File: config.mk
export PLATFORM = sky130hd
export DESIGN_NAME = aes_inv_flat
export DESIGN_NICKNAME = d
export VERILOG_FILES = /design/src/rtl/aes_pkg.sv /design/src/rtl/aes_inv_if.sv /design/src/rtl/aes_sbox_dual.sv /design/src/rtl/aes_inv.sv /design/src/flat_wrapper.sv
export SDC_FILE = /design/constraint.sdc
export NUM_CORES = 2
export LEC_CHECK = 0
export ABC_AREA = 1
export BUFFER_PORTS_ARGS = -buffer_cell sky130_fd_sc_hd__buf_2
export CORE_MARGIN = 4
export CORE_UTILIZATION = 35
export CTS_CLUSTER_SIZE = 8
export DETAILED_ROUTE_END_ITERATION = 16
export GPL_TIMING_DRIVEN = 1
export PLACE_DENSITY_LB_ADDON = 0.25
export SETUP_SLACK_MARGIN = 0.02
export SLEW_MARGIN = 0
export SYNTH_ARGS = -nofsm -noshare
export SYNTH_HDL_FRONTEND = slang
export SYNTH_SLANG_ARGS = --single-unit
File: constraint.sdc
create_clock -name clock -period 22.9 [get_ports clock]
set_clock_uncertainty 0.2 [all_clocks]
set_input_delay 1.145 -clock clock [delete_from_list [all_inputs] [get_ports clock]]
set_output_delay 1.145 -clock clock [all_outputs]
set_load 0.05 [all_outputs]
File: src/rtl/aes_pkg.sv
// Shared constants, phase decode type and GF(2^8) helpers for the inverse round engine.
package aes_pkg;

    localparam logic [4:0]   KEY_FIRST  = 5'd0;
    localparam logic [4:0]   DATA_FIRST = 5'd4;
    localparam logic [4:0]   LAST       = 5'd19;

    // K10 of the all-ascending key 000102..0f, reloaded after the last round.
    localparam logic [127:0] K10_RELOAD = 128'hc5302b4d8ba707f3174a94e37f1d1113;

    typedef enum logic [1:0] {
        PH_IDLE,
        PH_KEY,
        PH_DATA
    } phase_t;

    function automatic logic [7:0] rcon(input logic [3:0] rnd);
        case (rnd)
            4'd0:    return 8'h01;
            4'd1:    return 8'h02;
            4'd2:    return 8'h04;
            4'd3:    return 8'h08;
            4'd4:    return 8'h10;
            4'd5:    return 8'h20;
            4'd6:    return 8'h40;
            4'd7:    return 8'h80;
            4'd8:    return 8'h1b;
            4'd9:    return 8'h36;
            default: return 8'h00;
        endcase
    endfunction

    function automatic logic [7:0] xtime(input logic [7:0] a);
        return {a[6:0], 1'b0} ^ (a[7] ? 8'h1b : 8'h00);
    endfunction

    function automatic logic [7:0] gf_mul(input logic [7:0] a, input logic [7:0] b);
        logic [7:0] r;
        logic [7:0] p;
        r = 8'h00;
        p = a;
        for (int i = 0; i < 8; i++) begin
            if (b[i]) r = r ^ p;
            p = xtime(p);
        end
        return r;
    endfunction

    // a^254 by repeated squaring; maps 0 to 0 as the S-box requires.
    function automatic logic [7:0] gf_inv(input logic [7:0] a);
        logic [7:0] r;
        logic [7:0] p;
        r = 8'h01;
        p = a;
        for (int k = 1; k < 8; k++) begin
            p = gf_mul(p, p);
            r = gf_mul(r, p);
        end
        return r;
    endfunction

    function automatic logic [31:0] inv_mix_col(input logic [31:0] col);
        logic [7:0]  a  [4];
        logic [7:0]  m9 [4];
        logic [7:0]  mb [4];
        logic [7:0]  md [4];
        logic [7:0]  me [4];
        logic [7:0]  x2, x4, x8;
        logic [31:0] res;
        for (int i = 0; i < 4; i++) begin
            a[i]  = col[8*i +: 8];
            x2    = xtime(a[i]);
            x4    = xtime(x2);
            x8    = xtime(x4);
            m9[i] = x8 ^ a[i];
            mb[i] = x8 ^ x2 ^ a[i];
            md[i] = x8 ^ x4 ^ a[i];
            me[i] = x8 ^ x4 ^ x2;
        end
        for (int i = 0; i < 4; i++) begin
            res[8*i +: 8] = me[i] ^ mb[(i+1)%4] ^ md[(i+2)%4] ^ m9[(i+3)%4];
        end
        return res;
    endfunction

endpackage

File: src/rtl/aes_inv_if.sv
// Round request / result bundle between the decrypt controller and aes_inv.
interface aes_inv_if;
    logic         enable;
    logic [127:0] i_text;
    logic [127:0] key;
    logic [3:0]   round;
    logic [127:0] o_text;
    logic [127:0] Rkey;
    logic         done;

    modport master (output enable, i_text, key, round, input o_text, Rkey, done);
    modport slave  (input enable, i_text, key, round, output o_text, Rkey, done);
endinterface

File: src/rtl/aes_sbox_dual.sv
// Forward / inverse AES S-box sharing one GF(2^8) inverter.
module aes_sbox_dual
    import aes_pkg::*;
(
    input  logic [7:0] byte_i,
    input  logic       inv_i,
    output logic [7:0] byte_o
);
    logic [7:0] pre;
    logic [7:0] finv;
    logic [7:0] fwd;

    // Inverse path: inverse affine then field inverse; forward path: field inverse then affine.
    always_comb begin
        pre    = inv_i ? ({byte_i[6:0], byte_i[7]} ^ {byte_i[4:0], byte_i[7:5]} ^
                          {byte_i[1:0], byte_i[7:2]} ^ 8'h05)
                       : byte_i;
        finv   = gf_inv(pre);
        fwd    = finv ^ {finv[6:0], finv[7]} ^ {finv[5:0], finv[7:6]} ^
                 {finv[4:0], finv[7:5]} ^ {finv[3:0], finv[7:4]} ^ 8'h63;
        byte_o = inv_i ? finv : fwd;
    end
endmodule

File: src/rtl/aes_inv.sv
// Byte-serial AES-128 inverse round: 4 key-schedule cycles then 16 data cycles.
module aes_inv
    import aes_pkg::*;
(
    input  logic     clock,
    input  logic     resetn,
    aes_inv_if.slave bus
);
    logic [4:0]   c_q, c_d;
    phase_t       phase;
    logic [3:0]   b;
    logic [1:0]   row, kcol, src_col, kbyte;
    logic [31:0]  t3;
    logic [7:0]   sbox_in, sbox_out;
    logic         sbox_inv;
    logic [127:0] dkey_d, dkey_q;
    logic [23:0]  sw_q, col_q;
    logic [31:0]  col_x, col_res;
    logic [95:0]  buf_q;
    logic [127:0] text_q, rkey_q;

    // Counter next state and phase decode; enable only matters while c is 0.
    always_comb begin
        c_d   = c_q + 5'd1;
        phase = (c_q < DATA_FIRST) ? PH_KEY : PH_DATA;
        if (c_q == KEY_FIRST) begin
            c_d   = bus.enable ? KEY_FIRST + 5'd1 : KEY_FIRST;
            phase = bus.enable ? PH_KEY : PH_IDLE;
        end else if (c_q == LAST) begin
            c_d = KEY_FIRST;
        end
    end

    // Pick this cycle's S-box operand: RotWord order of t3, or InvShiftRows source byte.
    always_comb begin
        b        = c_q[3:0] - DATA_FIRST[3:0];
        row      = b[1:0];
        kcol     = b[3:2];
        src_col  = kcol - row;
        kbyte    = c_q[1:0] + 2'd1;
        t3       = bus.key[127:96] ^ bus.key[95:64];
        sbox_inv = (c_q >= DATA_FIRST);
        sbox_in  = sbox_inv ? bus.i_text[{src_col, row, 3'b000} +: 8]
                            : t3[{kbyte, 3'b000} +: 8];
    end

    aes_sbox_dual u_sbox (
        .byte_i (sbox_in),
        .inv_i  (sbox_inv),
        .byte_o (sbox_out)
    );

    // Previous round key and the finished column (add key, then InvMixColumns unless last round).
    always_comb begin
        dkey_d  = {t3,
                   bus.key[95:64] ^ bus.key[63:32],
                   bus.key[63:32] ^ bus.key[31:0],
                   bus.key[31:0] ^ {sbox_out, sw_q} ^ {24'h0, rcon(bus.round)}};
        col_x   = {sbox_out, col_q} ^ dkey_q[{kcol, 5'b00000} +: 32];
        col_res = (bus.round != 4'd0) ? inv_mix_col(col_x) : col_x;
    end

    // Counter, SubWord/column byte capture, column buffer and result registers.
    always_ff @(posedge clock or negedge resetn) begin
        if (!resetn) begin
            c_q    <= KEY_FIRST;
            sw_q   <= '0;
            col_q  <= '0;
            dkey_q <= '0;
            buf_q  <= '0;
            text_q <= '0;
            rkey_q <= K10_RELOAD;
        end else if (phase != PH_IDLE) begin
            c_q <= c_d;
            if (phase == PH_KEY) begin
                if (c_q[1:0] == 2'd3) dkey_q <= dkey_d;
                else                  sw_q[{c_q[1:0], 3'b000} +: 8] <= sbox_out;
            end else if (row != 2'd3) begin
                col_q[{row, 3'b000} +: 8] <= sbox_out;
            end else if (kcol != 2'd3) begin
                buf_q[{kcol, 5'b00000} +: 32] <= col_res;
            end else begin
                text_q <= {col_res, buf_q};
                rkey_q <= (bus.round == 4'd0) ? K10_RELOAD : dkey_q;
            end
        end
    end

    assign bus.done   = (c_q == LAST);
    assign bus.o_text = text_q;
    assign bus.Rkey   = rkey_q;
endmodule

File: src/flat_wrapper.sv
// flat-port wrapper written by rule: the top's interface ports become plain ports
module aes_inv_flat import aes_pkg::*;
  (clock, resetn, bus_enable, bus_i_text, bus_key, bus_round, bus_o_text, bus_Rkey, bus_done);
  aes_inv_if bus_i ();
  input  logic clock;
  input  logic resetn;
  input wire logic [$bits(bus_i.enable)-1:0] bus_enable;
  input wire logic [$bits(bus_i.i_text)-1:0] bus_i_text;
  input wire logic [$bits(bus_i.key)-1:0] bus_key;
  input wire logic [$bits(bus_i.round)-1:0] bus_round;
  output wire logic [$bits(bus_i.o_text)-1:0] bus_o_text;
  output wire logic [$bits(bus_i.Rkey)-1:0] bus_Rkey;
  output wire logic [$bits(bus_i.done)-1:0] bus_done;
  assign bus_i.enable = bus_enable;
  assign bus_i.i_text = bus_i_text;
  assign bus_i.key = bus_key;
  assign bus_i.round = bus_round;
  assign bus_o_text = bus_i.o_text;
  assign bus_Rkey = bus_i.Rkey;
  assign bus_done = bus_i.done;
  aes_inv u_core (.clock(clock), .resetn(resetn), .bus(bus_i));
endmodule
==> impl_results.md <==
- Clk_lat worst skew: around 0.67 ns
- Seq/Total Area, Yosys: 27.7%
- Cells after Synth: 7567
- Ys async rst share: 100%
- Postcts setup bufs: 0
- Worst Path Max Fanout: 64
- Post-CTS Resized: 0
- Post-route ant nets: 0
- MaxCap Viol Count: 0
- Most common cell after layout, fill and taps aside: nand2_1
- RSZ-0062 raised after global routing: no
- Yosys warns: 0
- GRT overflow: 0
- Max Root-Sink Buffers: 3
- Clock sink count: ~530
- Pre-antenna DRT Iters: 6
- Routability cong.: 0.954
- Crit share post-route: 90.8%
- Post-synth EDFFs: 0
- Port bufs: 519
- CTS tree: yes
- Synth Register Bits: approximately 530
- Final setup viols: 0
- Syn-to-layout area delta: 11.8%
- Status: finished clean
- Slew @ Worst Pin: 1.24 ns
- Min cycle time layout: 20.80 ns
- Top Ports: between 500 and 600
- Post-synth cell types: 63
- Max Clk Rate: a little under 0.05 GHz
- Critical Path Start Type: flip-flop
- Via count: between 50000 and 60000
- Hold_buf cts: 0
- Final TNS setup: 0 ns
- Syn Nets: 7847
- Die height: 380 um
- CTS Root Cell: clkbuf_16
- Largest net degree at the start of global routing: 191
- H-tree levels: 3
- Relative slew slack: 16.6%
- Worst-path clk slew: 0.05 ns
- HPWL after DPL: 147 mm
- FP Rows: 136
- Path category of the worst min-delay check: input pin to asynchronous set/reset pin
- GRT Util Overall: between 20% and 30%
- Core outline area: 137000 um2
- Detailed-route wire length per cell: 19.5 um
- WP data required: 23.18 ns
- Starting DRT DRC Count: approximately 4800
- Kind of end point of the critical path: flip-flop
- Hold Violations, Final: 0
- Initial antenna violation count: 6
- Max-slew violations: 0
- Max incr delay on CP: 0.57 ns
- Ys flop type: dfrtp_1
- Vias in the first global route: 47200
- Most frequent cells in the layout: nand2_1 (2939), nand3_1 (912), inv_1 (674)
- Final nets: 8210
- Detailed-route DRC error count: 0
- Share of cells above drive strength 1: 15.8%
- Final wirelength: 190 mm
- Synthesized area: 48400 um2
- Critical path data arrival time: 21.07 ns
- Starting Density: a little over a third
- Die Wd: 380 um
- Crit path top cell by count: nand2_1
- Average size of a mapped cell: 6.39 um2
- Crit Path Class: flip-flop to flip-flop
- Die ar.: 144000 um2
- Post-DR vias/cell: between 5 and 6
- Global-route wire length before repair: a little under 300 mm
- CTS Buf Count: 77
- Slowest cell on crit path: inv_4
-- state kept, by name (all words and copies together), names as in the netlist --
register and flops:
u_core.dkey_q 128, u_core.c_q 5, u_core.buf_q 96, u_core.sw_q 24, u_core.col_q 24, u_core.bus.Rkey 128, u_core.bus.o_text 128
-- final cells by class --
class	count	area (um2)
diodes	5	12.5
clock buffers	118	2120
clock inverters	7	189
fillers	14900	83300
inverters	794	3050
multi-input cells	5958	30000
flip-flops and latches	533	13400
well taps	1794	2240
repair buffers	566	2990
-- worst max-delay path, delay by kind of cell (launching register included) --
family / cells / cell delay, ns
AND/OR/NAND/NOR: 90 / 11.92
buffers and inverters: 18 / 3.58
adder cells (fa/ha/maj): 4 / 1.85
AO/OA/AOI/OAI: 5 / 1.36
XOR/XNOR: 5 / 1.07
flip-flops: 1 / 0.54
-- kinds of logic after synthesis --
kind of cell	after synthesis	share of synthesized area, %
buf+inv	1076	10.2
compound gates	623	7.36
xor+xnor	541	10.3
simple gates	4777	43.9
flops	533	27.7
fa+ha+maj	17	0.440
-- per-layer routing --
layer / track usage, % / up-vias / routed length (um)
li1: - / 24700 / -
met1: 34.5 / 24000 / 83700
met2: 42.7 / 1676 / 90000
met3: 2.63 / 264 / 11000
met4: 7.43 / 4 / 5460
met5: 0 / - / 21
-- synth_stat cells, types with 28 or more instances --
library cell  instances  share of area [%]
o31ai_1              40               0.62
inv_1               675                5.2
nand3_2              42               0.87
o21ai_1              93               0.96
buf_2                36               0.37
buf_4                35               0.54
clkbuf_1            119               0.92
nand3b_1             61               0.95
dfrtp_1             470                 24
buf_6                41               0.95
nand2_4              54                1.3
nor2_1              311                2.4
nand2_2             262                3.4
dfstp_2              63                3.4
o22ai_1              28               0.36
nand4_1             119                1.5
a21oi_1              43               0.45
o21ai_0             301                3.1
nand2_1            2939                 23
nand3_1             912                9.4
a31oi_1              44               0.57
xnor2_1             160                2.9
inv_2                87               0.68
xor2_1              356                6.4
-- stage by stage --
stage | hold WS [ns] | cells | cell area [um2] | setup slack, ns | utilization, %
6_report | 0.252 | 9775 | 54100 | 2.10 | 39.4
2_1_floorplan | 0.249 | 7567 | 48400 | 7.44 | -
5_1_grt | 0.270 | 9772 | 54100 | 0.0442 | 39.4
3_5_place_dp | 0.253 | 9645 | 51700 | 2.40 | 37.7
3_3_place_gp | 0.249 | 9645 | 51700 | 2.42 | 37.7
4_1_cts | 0.262 | 9770 | 54100 | 2.33 | 39.4
-- path summary, 6_finish.rpt --
kind,start,end,slack (ns),depth (start not counted)
setup / recovery,u_core.c_q[0],u_core.buf_q[65],2.10,122
hold / removal,resetn,u_core.bus.Rkey[43],0.25,1
setup reg to reg,u_core.c_q[0],u_core.buf_q[65],2.10,122
hold reg to reg,u_core.bus.Rkey[60],u_core.bus.Rkey[60],0.26,2
max in group asynchronous,resetn,u_core.c_q[2],19.26,4
min in group clock,u_core.bus.Rkey[60],u_core.bus.Rkey[60],0.26,2
Power is not shown: default switching activity piles up to over one toggle a cycle in this logic, so the estimate is an artifact.
